`src/rtl/imem_loader_if.sv`:
```
// rtl/imem_loader_if.sv - byte stream in, instruction-memory write bus out
interface imem_loader_if;
    logic [7:0]  rx_data;
    logic        rx_valid;
    logic        rx_ready;
    logic        mem_we;
    logic [31:0] mem_addr;
    logic [31:0] mem_wdata;

    // master: byte source / memory sink; slave: the loader itself
    modport master (
        output rx_data, rx_valid,
        input  rx_ready, mem_we, mem_addr, mem_wdata
    );
    modport slave (
        input  rx_data, rx_valid,
        output rx_ready, mem_we, mem_addr, mem_wdata
    );
endinterface

```
`src/rtl/imem_loader.sv`:
```
// rtl/imem_loader.sv - framed byte-stream image loader into instruction memory
module imem_loader #(
    parameter int ADDR_WIDTH = 10
) (
    input  logic          clk,
    input  logic          reset,
    input  logic          start,
    imem_loader_if.slave  bus,
    output logic          cpu_reset,
    output logic          busy,
    output logic          done,
    output logic          error
);
    typedef enum logic [2:0] {IDLE, LEN, DATA, CSUM, DONE, ERR} state_t;

    localparam logic [32:0]         CAP     = 33'd1 << ADDR_WIDTH;
    localparam logic [ADDR_WIDTH:0] IDX_ONE = 1;

    state_t                state_q, state_d;
    logic [1:0]            byte_cnt_q, byte_cnt_d;
    logic [ADDR_WIDTH:0]   word_idx_q, word_idx_d;
    logic [31:0]           len_q, len_d;
    logic [31:0]           word_q, word_d;
    logic [7:0]            csum_q, csum_d;
    logic                  rx_ready_q, rx_ready_d;
    logic                  mem_we_q, mem_we_d;
    logic [31:0]           mem_addr_q, mem_addr_d;
    logic [31:0]           mem_wdata_q, mem_wdata_d;
    logic                  cpu_reset_q, cpu_reset_d;
    logic                  busy_q, busy_d;
    logic                  done_q, done_d;
    logic                  error_q, error_d;
    logic                  accept;

    assign accept = bus.rx_valid && rx_ready_q;

    always_comb begin
        state_d     = state_q;
        byte_cnt_d  = byte_cnt_q;
        word_idx_d  = word_idx_q;
        len_d       = len_q;
        word_d      = word_q;
        csum_d      = csum_q;
        mem_we_d    = 1'b0;
        mem_addr_d  = mem_addr_q;
        mem_wdata_d = mem_wdata_q;

        case (state_q)
            IDLE, DONE, ERR: begin
                if (start) begin
                    state_d    = LEN;
                    byte_cnt_d = '0;
                    word_idx_d = '0;
                    csum_d     = '0;
                    len_d      = '0;
                end
            end
            LEN: begin
                if (accept) begin
                    len_d      = {bus.rx_data, len_q[31:8]};
                    csum_d     = csum_q ^ bus.rx_data;
                    byte_cnt_d = byte_cnt_q + 2'd1;
                    if (byte_cnt_q == 2'd3) begin
                        if ({1'b0, len_d} > CAP)
                            state_d = ERR;
                        else if (len_d == 32'd0)
                            state_d = CSUM;
                        else
                            state_d = DATA;
                    end
                end
            end
            DATA: begin
                if (accept) begin
                    word_d     = {bus.rx_data, word_q[31:8]};
                    csum_d     = csum_q ^ bus.rx_data;
                    byte_cnt_d = byte_cnt_q + 2'd1;
                    if (byte_cnt_q == 2'd3) begin
                        // write is registered, so it lands on the next cycle
                        mem_we_d    = 1'b1;
                        mem_addr_d  = 32'(word_idx_q) << 2;
                        mem_wdata_d = word_d;
                        word_idx_d  = word_idx_q + IDX_ONE;
                        if (32'(word_idx_d) == len_q)
                            state_d = CSUM;
                    end
                end
            end
            CSUM: begin
                if (accept)
                    state_d = (bus.rx_data == csum_q) ? DONE : ERR;
            end
            default: state_d = IDLE;
        endcase

        rx_ready_d  = (state_d == LEN) || (state_d == DATA) || (state_d == CSUM);
        busy_d      = rx_ready_d;
        done_d      = (state_d == DONE);
        error_d     = (state_d == ERR);
        cpu_reset_d = (state_d != DONE);
    end

    always_ff @(posedge clk) begin
        if (reset) begin
            state_q     <= IDLE;
            byte_cnt_q  <= '0;
            word_idx_q  <= '0;
            len_q       <= '0;
            word_q      <= '0;
            csum_q      <= '0;
            rx_ready_q  <= 1'b0;
            mem_we_q    <= 1'b0;
            mem_addr_q  <= '0;
            mem_wdata_q <= '0;
            cpu_reset_q <= 1'b1;
            busy_q      <= 1'b0;
            done_q      <= 1'b0;
            error_q     <= 1'b0;
        end else begin
            state_q     <= state_d;
            byte_cnt_q  <= byte_cnt_d;
            word_idx_q  <= word_idx_d;
            len_q       <= len_d;
            word_q      <= word_d;
            csum_q      <= csum_d;
            rx_ready_q  <= rx_ready_d;
            mem_we_q    <= mem_we_d;
            mem_addr_q  <= mem_addr_d;
            mem_wdata_q <= mem_wdata_d;
            cpu_reset_q <= cpu_reset_d;
            busy_q      <= busy_d;
            done_q      <= done_d;
            error_q     <= error_d;
        end
    end

    assign bus.rx_ready  = rx_ready_q;
    assign bus.mem_we    = mem_we_q;
    assign bus.mem_addr  = mem_addr_q;
    assign bus.mem_wdata = mem_wdata_q;
    assign cpu_reset     = cpu_reset_q;
    assign busy          = busy_q;
    assign done          = done_q;
    assign error         = error_q;
endmodule

```
`src/flat_wrapper.sv`:
```
// flat-port wrapper written by rule: the top's interface ports become plain ports
module imem_loader_flat 
#(
    parameter int ADDR_WIDTH = 10
)
  (clk, reset, start, cpu_reset, busy, done, error, bus_rx_data, bus_rx_valid, bus_rx_ready, bus_mem_we, bus_mem_addr, bus_mem_wdata);
  imem_loader_if bus_i ();
  input  logic clk;
  input  logic reset;
  input  logic start;
  output logic cpu_reset;
  output logic busy;
  output logic done;
  output logic error;
  input wire logic [$bits(bus_i.rx_data)-1:0] bus_rx_data;
  input wire logic [$bits(bus_i.rx_valid)-1:0] bus_rx_valid;
  output wire logic [$bits(bus_i.rx_ready)-1:0] bus_rx_ready;
  output wire logic [$bits(bus_i.mem_we)-1:0] bus_mem_we;
  output wire logic [$bits(bus_i.mem_addr)-1:0] bus_mem_addr;
  output wire logic [$bits(bus_i.mem_wdata)-1:0] bus_mem_wdata;
  assign bus_i.rx_data = bus_rx_data;
  assign bus_i.rx_valid = bus_rx_valid;
  assign bus_rx_ready = bus_i.rx_ready;
  assign bus_mem_we = bus_i.mem_we;
  assign bus_mem_addr = bus_i.mem_addr;
  assign bus_mem_wdata = bus_i.mem_wdata;
  imem_loader #(.ADDR_WIDTH(ADDR_WIDTH)) u_core (.clk(clk), .reset(reset), .start(start), .bus(bus_i), .cpu_reset(cpu_reset), .busy(busy), .done(done), .error(error));
endmodule
```
`config.mk`:
```
export PLATFORM = sky130hd
export DESIGN_NAME = imem_loader_flat
export DESIGN_NICKNAME = d
export VERILOG_FILES = /design/src/rtl/imem_loader_if.sv /design/src/rtl/imem_loader.sv /design/src/flat_wrapper.sv
export SDC_FILE = /design/constraint.sdc
export NUM_CORES = 1
export LEC_CHECK = 0
export CAP_MARGIN = 40
export CORE_UTILIZATION = 29
export DETAILED_ROUTE_END_ITERATION = 10
export PLACE_DENSITY = 0.53
export SYNTH_ARGS = -nofsm -noshare
export SYNTH_HDL_FRONTEND = slang
export SYNTH_SLANG_ARGS = --single-unit
```
`constraint.sdc`:
```
create_clock -name clk -period 5.78 [get_ports clk]
set_clock_uncertainty 0.2 [all_clocks]
set_input_delay 1.445 -clock clk [delete_from_list [all_inputs] [get_ports clk]]
set_output_delay 1.445 -clock clk [all_outputs]
set_load 0.03 [all_outputs]
```
==> impl_metrics.env <==
export IMPL_drt_iter0_markers=319
export IMPL_worstPathArrival_ps=3720
export IMPL_avgSynthCellArea_um2=7.78
export IMPL_drc=1
export IMPL_hold_depth=2
export IMPL_wire_per_inst_um=14.4
export IMPL_clkSlewWorstSetupHoldPaths_ps=50
export IMPL_grt_pass1_wl_um=23300
export IMPL_r2r_cells=6
export IMPL_num_vias=4664
export IMPL_gp_congestion=0.816
export IMPL_initial_core_util_pct=30.0
export IMPL_synth_cells=699
export IMPL_root_buffer="clkbuf_16"
export IMPL_worstMarginPinSlew_ps=837
export IMPL_drv_cap=0
export IMPL_cts_max_level=4
export IMPL_startpoint_type="primary input"
export IMPL_clk_path_buf_depth=2
export IMPL_fp_row_count=49
export IMPL_yosysSeqAreaShare_pct=47.1
export IMPL_globalRouteOverflowTotal=0
export IMPL_cts_resized=0
export IMPL_first_pass_iters=10
export IMPL_grt_pass1_vias=4275
export IMPL_syn_to_final_growth_pct=23.3
export IMPL_ios=82
export IMPL_use_met1_pct=21.0
export IMPL_slowest_stage="or4b_1"
export IMPL_crit_type="primary input to flop"
export IMPL_post_route_util_pct=36.9
export IMPL_rsz0062_at_grt="false"
export IMPL_ys_ff_latch=128
export IMPL_yosys_top_cells_area="dfxtp_1, a21oi_1, nand2_1"
export IMPL_fp_dieH_um=139
export IMPL_ys_async_sr_fraction_pct=0
export IMPL_powerDensity_nw_per_um2=308
export IMPL_io_buffers=60
export IMPL_max_freq_mhz=276
export IMPL_met3_usage_pct=4.21
export IMPL_placed_cell_area_um2=6130
export IMPL_netlist_area_leader_share_pct=47.1
export IMPL_wirelength_um=14000
export IMPL_period_needed_ps=3620
export IMPL_failed_checks="DRC"
export IMPL_relSlewSlack_pct=44.2
export IMPL_die_w_um=139
export IMPL_antenna_found_initial=0
export IMPL_hold_viol=0
export IMPL_cts_tree="built"
export IMPL_use_met2_pct=22.7
export IMPL_setup_viol=0
export IMPL_slowest_delay_ps=540
export IMPL_hold_end="u_core.bus.mem_wdata[3]$_SDFFE_PP0P_"
export IMPL_clock_latency_ps=410
export IMPL_diodes=0
export IMPL_path_delay_family="simple AND/OR/NAND/NOR gates"
export IMPL_synth_top_area_cell="dfxtp_1"
export IMPL_core_area_um2=18100
export IMPL_status="finished, violations left"
export IMPL_via_per_inst=4.80
export IMPL_r2r_end="u_core.done$_SDFF_PP0_"
export IMPL_power_w=0.00207
export IMPL_period_share_pct=62.6
export IMPL_post_cts_buffers=0
export IMPL_busiest_layer="met2"
export IMPL_finalInstanceArea_um2=6710
export IMPL_cts_buffers=17
export IMPL_required_ps=5890
export IMPL_worstPathCellList="clkdlybuf4s50_1, nand3_1, or4b_1, or4_1, nor4_2, a211oi_1, and2_1"
export IMPL_cp_max_fo=6
export IMPL_drive_gt1_share_pct=5.66
export IMPL_hold_path_class="flop to flop"
export IMPL_max_vdd_ir_drop_uv=197
export IMPL_fin_setup_tns_ps=0
export IMPL_path_buf_inv=1
export IMPL_p_leak_nw=2.43
export IMPL_maxSlewViolCount=0
export IMPL_regToRegStartpoint="u_core.state_q[1]$_SDFF_PP0_"
export IMPL_critical_path_endpoint_type="flop"
export IMPL_ys_warn_count=0
export IMPL_hp_start="u_core.bus.mem_wdata[3]$_SDFFE_PP0P_"
export IMPL_nNetsFinal=745
export IMPL_synth_ff_type="dfxtp_1"
export IMPL_hpwl_um=9000
export IMPL_design_die_area_um2=19300
export IMPL_grt_start_max_net_pins=81
export IMPL_ant_nets=0
export IMPL_ctsHoldBuffers=0
export IMPL_ys_types=45
export IMPL_synth_edf_count=0
export IMPL_r2r_slack_ps=2880
export IMPL_grt_total_usage_pct=15.2
export IMPL_syn_area_um2=5440
export IMPL_numClockSinks=128
## metrics by stage
step	worst slack [ps]	hold WS, ps	instances
after detailed placement	1720	248	941
after floorplan	2530	232	719
after global placement	1480	245	937
after global routing	1970	261	971
final	2160	253	971
after CTS	2160	257	971
## where the power goes
| group | switching (W) | leakage, nW | internal [W] |
|---|---|---|---|
| clock network | 0.000375 | 0.280 | 0.000695 |
| registers | 0.00000511 | 1.03 | 0.000887 |
| logic | 0.0000774 | 1.12 | 0.0000264 |
## layer usage
| layer | share of wire [%] | routed length, µm | vias to the layer above |
|---|---|---|---|
| li1 | - | - | 2379 |
| met1 | 51 | 7140 | 2175 |
| met2 | 44 | 6180 | 96 |
| met3 | 3.7 | 523 | 14 |
| met4 | 1.1 | 154 | 0 |
| met5 | 0 | 0 | - |
## cell type report
| class | count | area [µm²] |
|---|---|---|
| sequential | 128 | 2560 |
| timing repair buffer | 67 | 682 |
| tap | 229 | 287 |
| clock inverter | 6 | 108 |
| inverter | 1 | 3.75 |
| multi-input combinational | 516 | 2590 |
| clock buffer | 24 | 472 |
| fill | 1909 | 11400 |
## cell usage in the layout (no fill, tap or decap), types with 2 or more instances in the layout
| master | instances |
|---|---|
| clkbuf_8 | 2 |
| conb_1 | 21 |
| bufinv_16 | 3 |
| o21ai_0 | 14 |
| nand4_1 | 3 |
| nand2_1 | 149 |
| nor2_1 | 68 |
| xor2_1 | 9 |
| nand3_1 | 12 |
| ha_1 | 2 |
| clkdlybuf4s50_1 | 59 |
| buf_8 | 2 |
| mux2i_1 | 2 |
| nand2b_1 | 5 |
| nor3_1 | 9 |
| or2_2 | 3 |
| a21oi_1 | 118 |
| clkinv_2 | 2 |
| a31oi_1 | 2 |
| nor4_1 | 9 |
| and2_1 | 2 |
| dfxtp_1 | 128 |
| a211oi_1 | 2 |
| clkbuf_16 | 17 |
| buf_4 | 4 |
| and3_1 | 36 |
| a22oi_1 | 4 |
| nand3b_1 | 10 |
| clkbuf_1 | 5 |
| xnor2_1 | 15 |
## worst max-delay path by stage
stage / end / slack (ps) / from / cells past startpoint
final: u_core.done$_SDFF_PP0_ / 2160 / bus_rx_valid / 7
after global routing: u_core.error$_SDFF_PP0_ / 1970 / bus_rx_valid / 7
after CTS: u_core.done$_SDFF_PP0_ / 2160 / bus_rx_valid / 7
after detailed placement: u_core.done$_SDFF_PP0_ / 1720 / bus_rx_valid / 7
after global placement: u_core.word_idx_q[3]$_SDFFE_PP0P_ / 1480 / bus_rx_valid / 7
after floorplan: u_core.done$_SDFF_PP0_ / 2530 / bus_rx_valid / 6
## tightest hold or removal path, delay by kind of cell (launching register included)
family             cells  cell delay (ps)
AOI/OAI and AO/OA      1               50
DFF                    1              300
and+or+nand+nor        1               50
## sequential cells by signal, summed over array words and instances (netlist names), 2 cells and up
signal	cells
u_core.bus.mem_wdata	32
u_core.len_q	32
u_core.word_q	24
u_core.bus.mem_addr	11
u_core.word_idx_q	11
u_core.csum_q	8
u_core.state_q	3
u_core.byte_cnt_q	2
## synth_stat cells (2+ instances only)
cell,n
and2_1,2
nand3_1,12
xor2_1,9
o21ai_0,14
or2_2,3
nor2_1,70
ha_1,2
nor4_1,9
clkbuf_1,50
a21oi_1,119
a22oi_1,4
nand2_1,149
a31oi_1,2
mux2i_1,2
a211oi_1,2
nand4_1,3
nor3_1,9
and3_1,36
nand3b_1,10
buf_4,22
dfxtp_1,128
xnor2_1,15
nand2b_1,5
## logic make-up (layout without fill, tap and decap cells)
family / Yosys count / after routing / share of synthesized area (%)
other: 1 / 21 / 0.0690
xor gates and xnor gates: 24 / 24 / 3.87
AOI/OAI and AO/OA: 153 / 153 / 15.1
adders and majority gates: 2 / 2 / 0.460
DFF: 128 / 128 / 47.1
and+or+nand+nor: 314 / 314 / 26.2
buffers and inverters: 75 / 98 / 6.84
muxes: 2 / 2 / 0.368
Power figures use the tool's default switching activity.
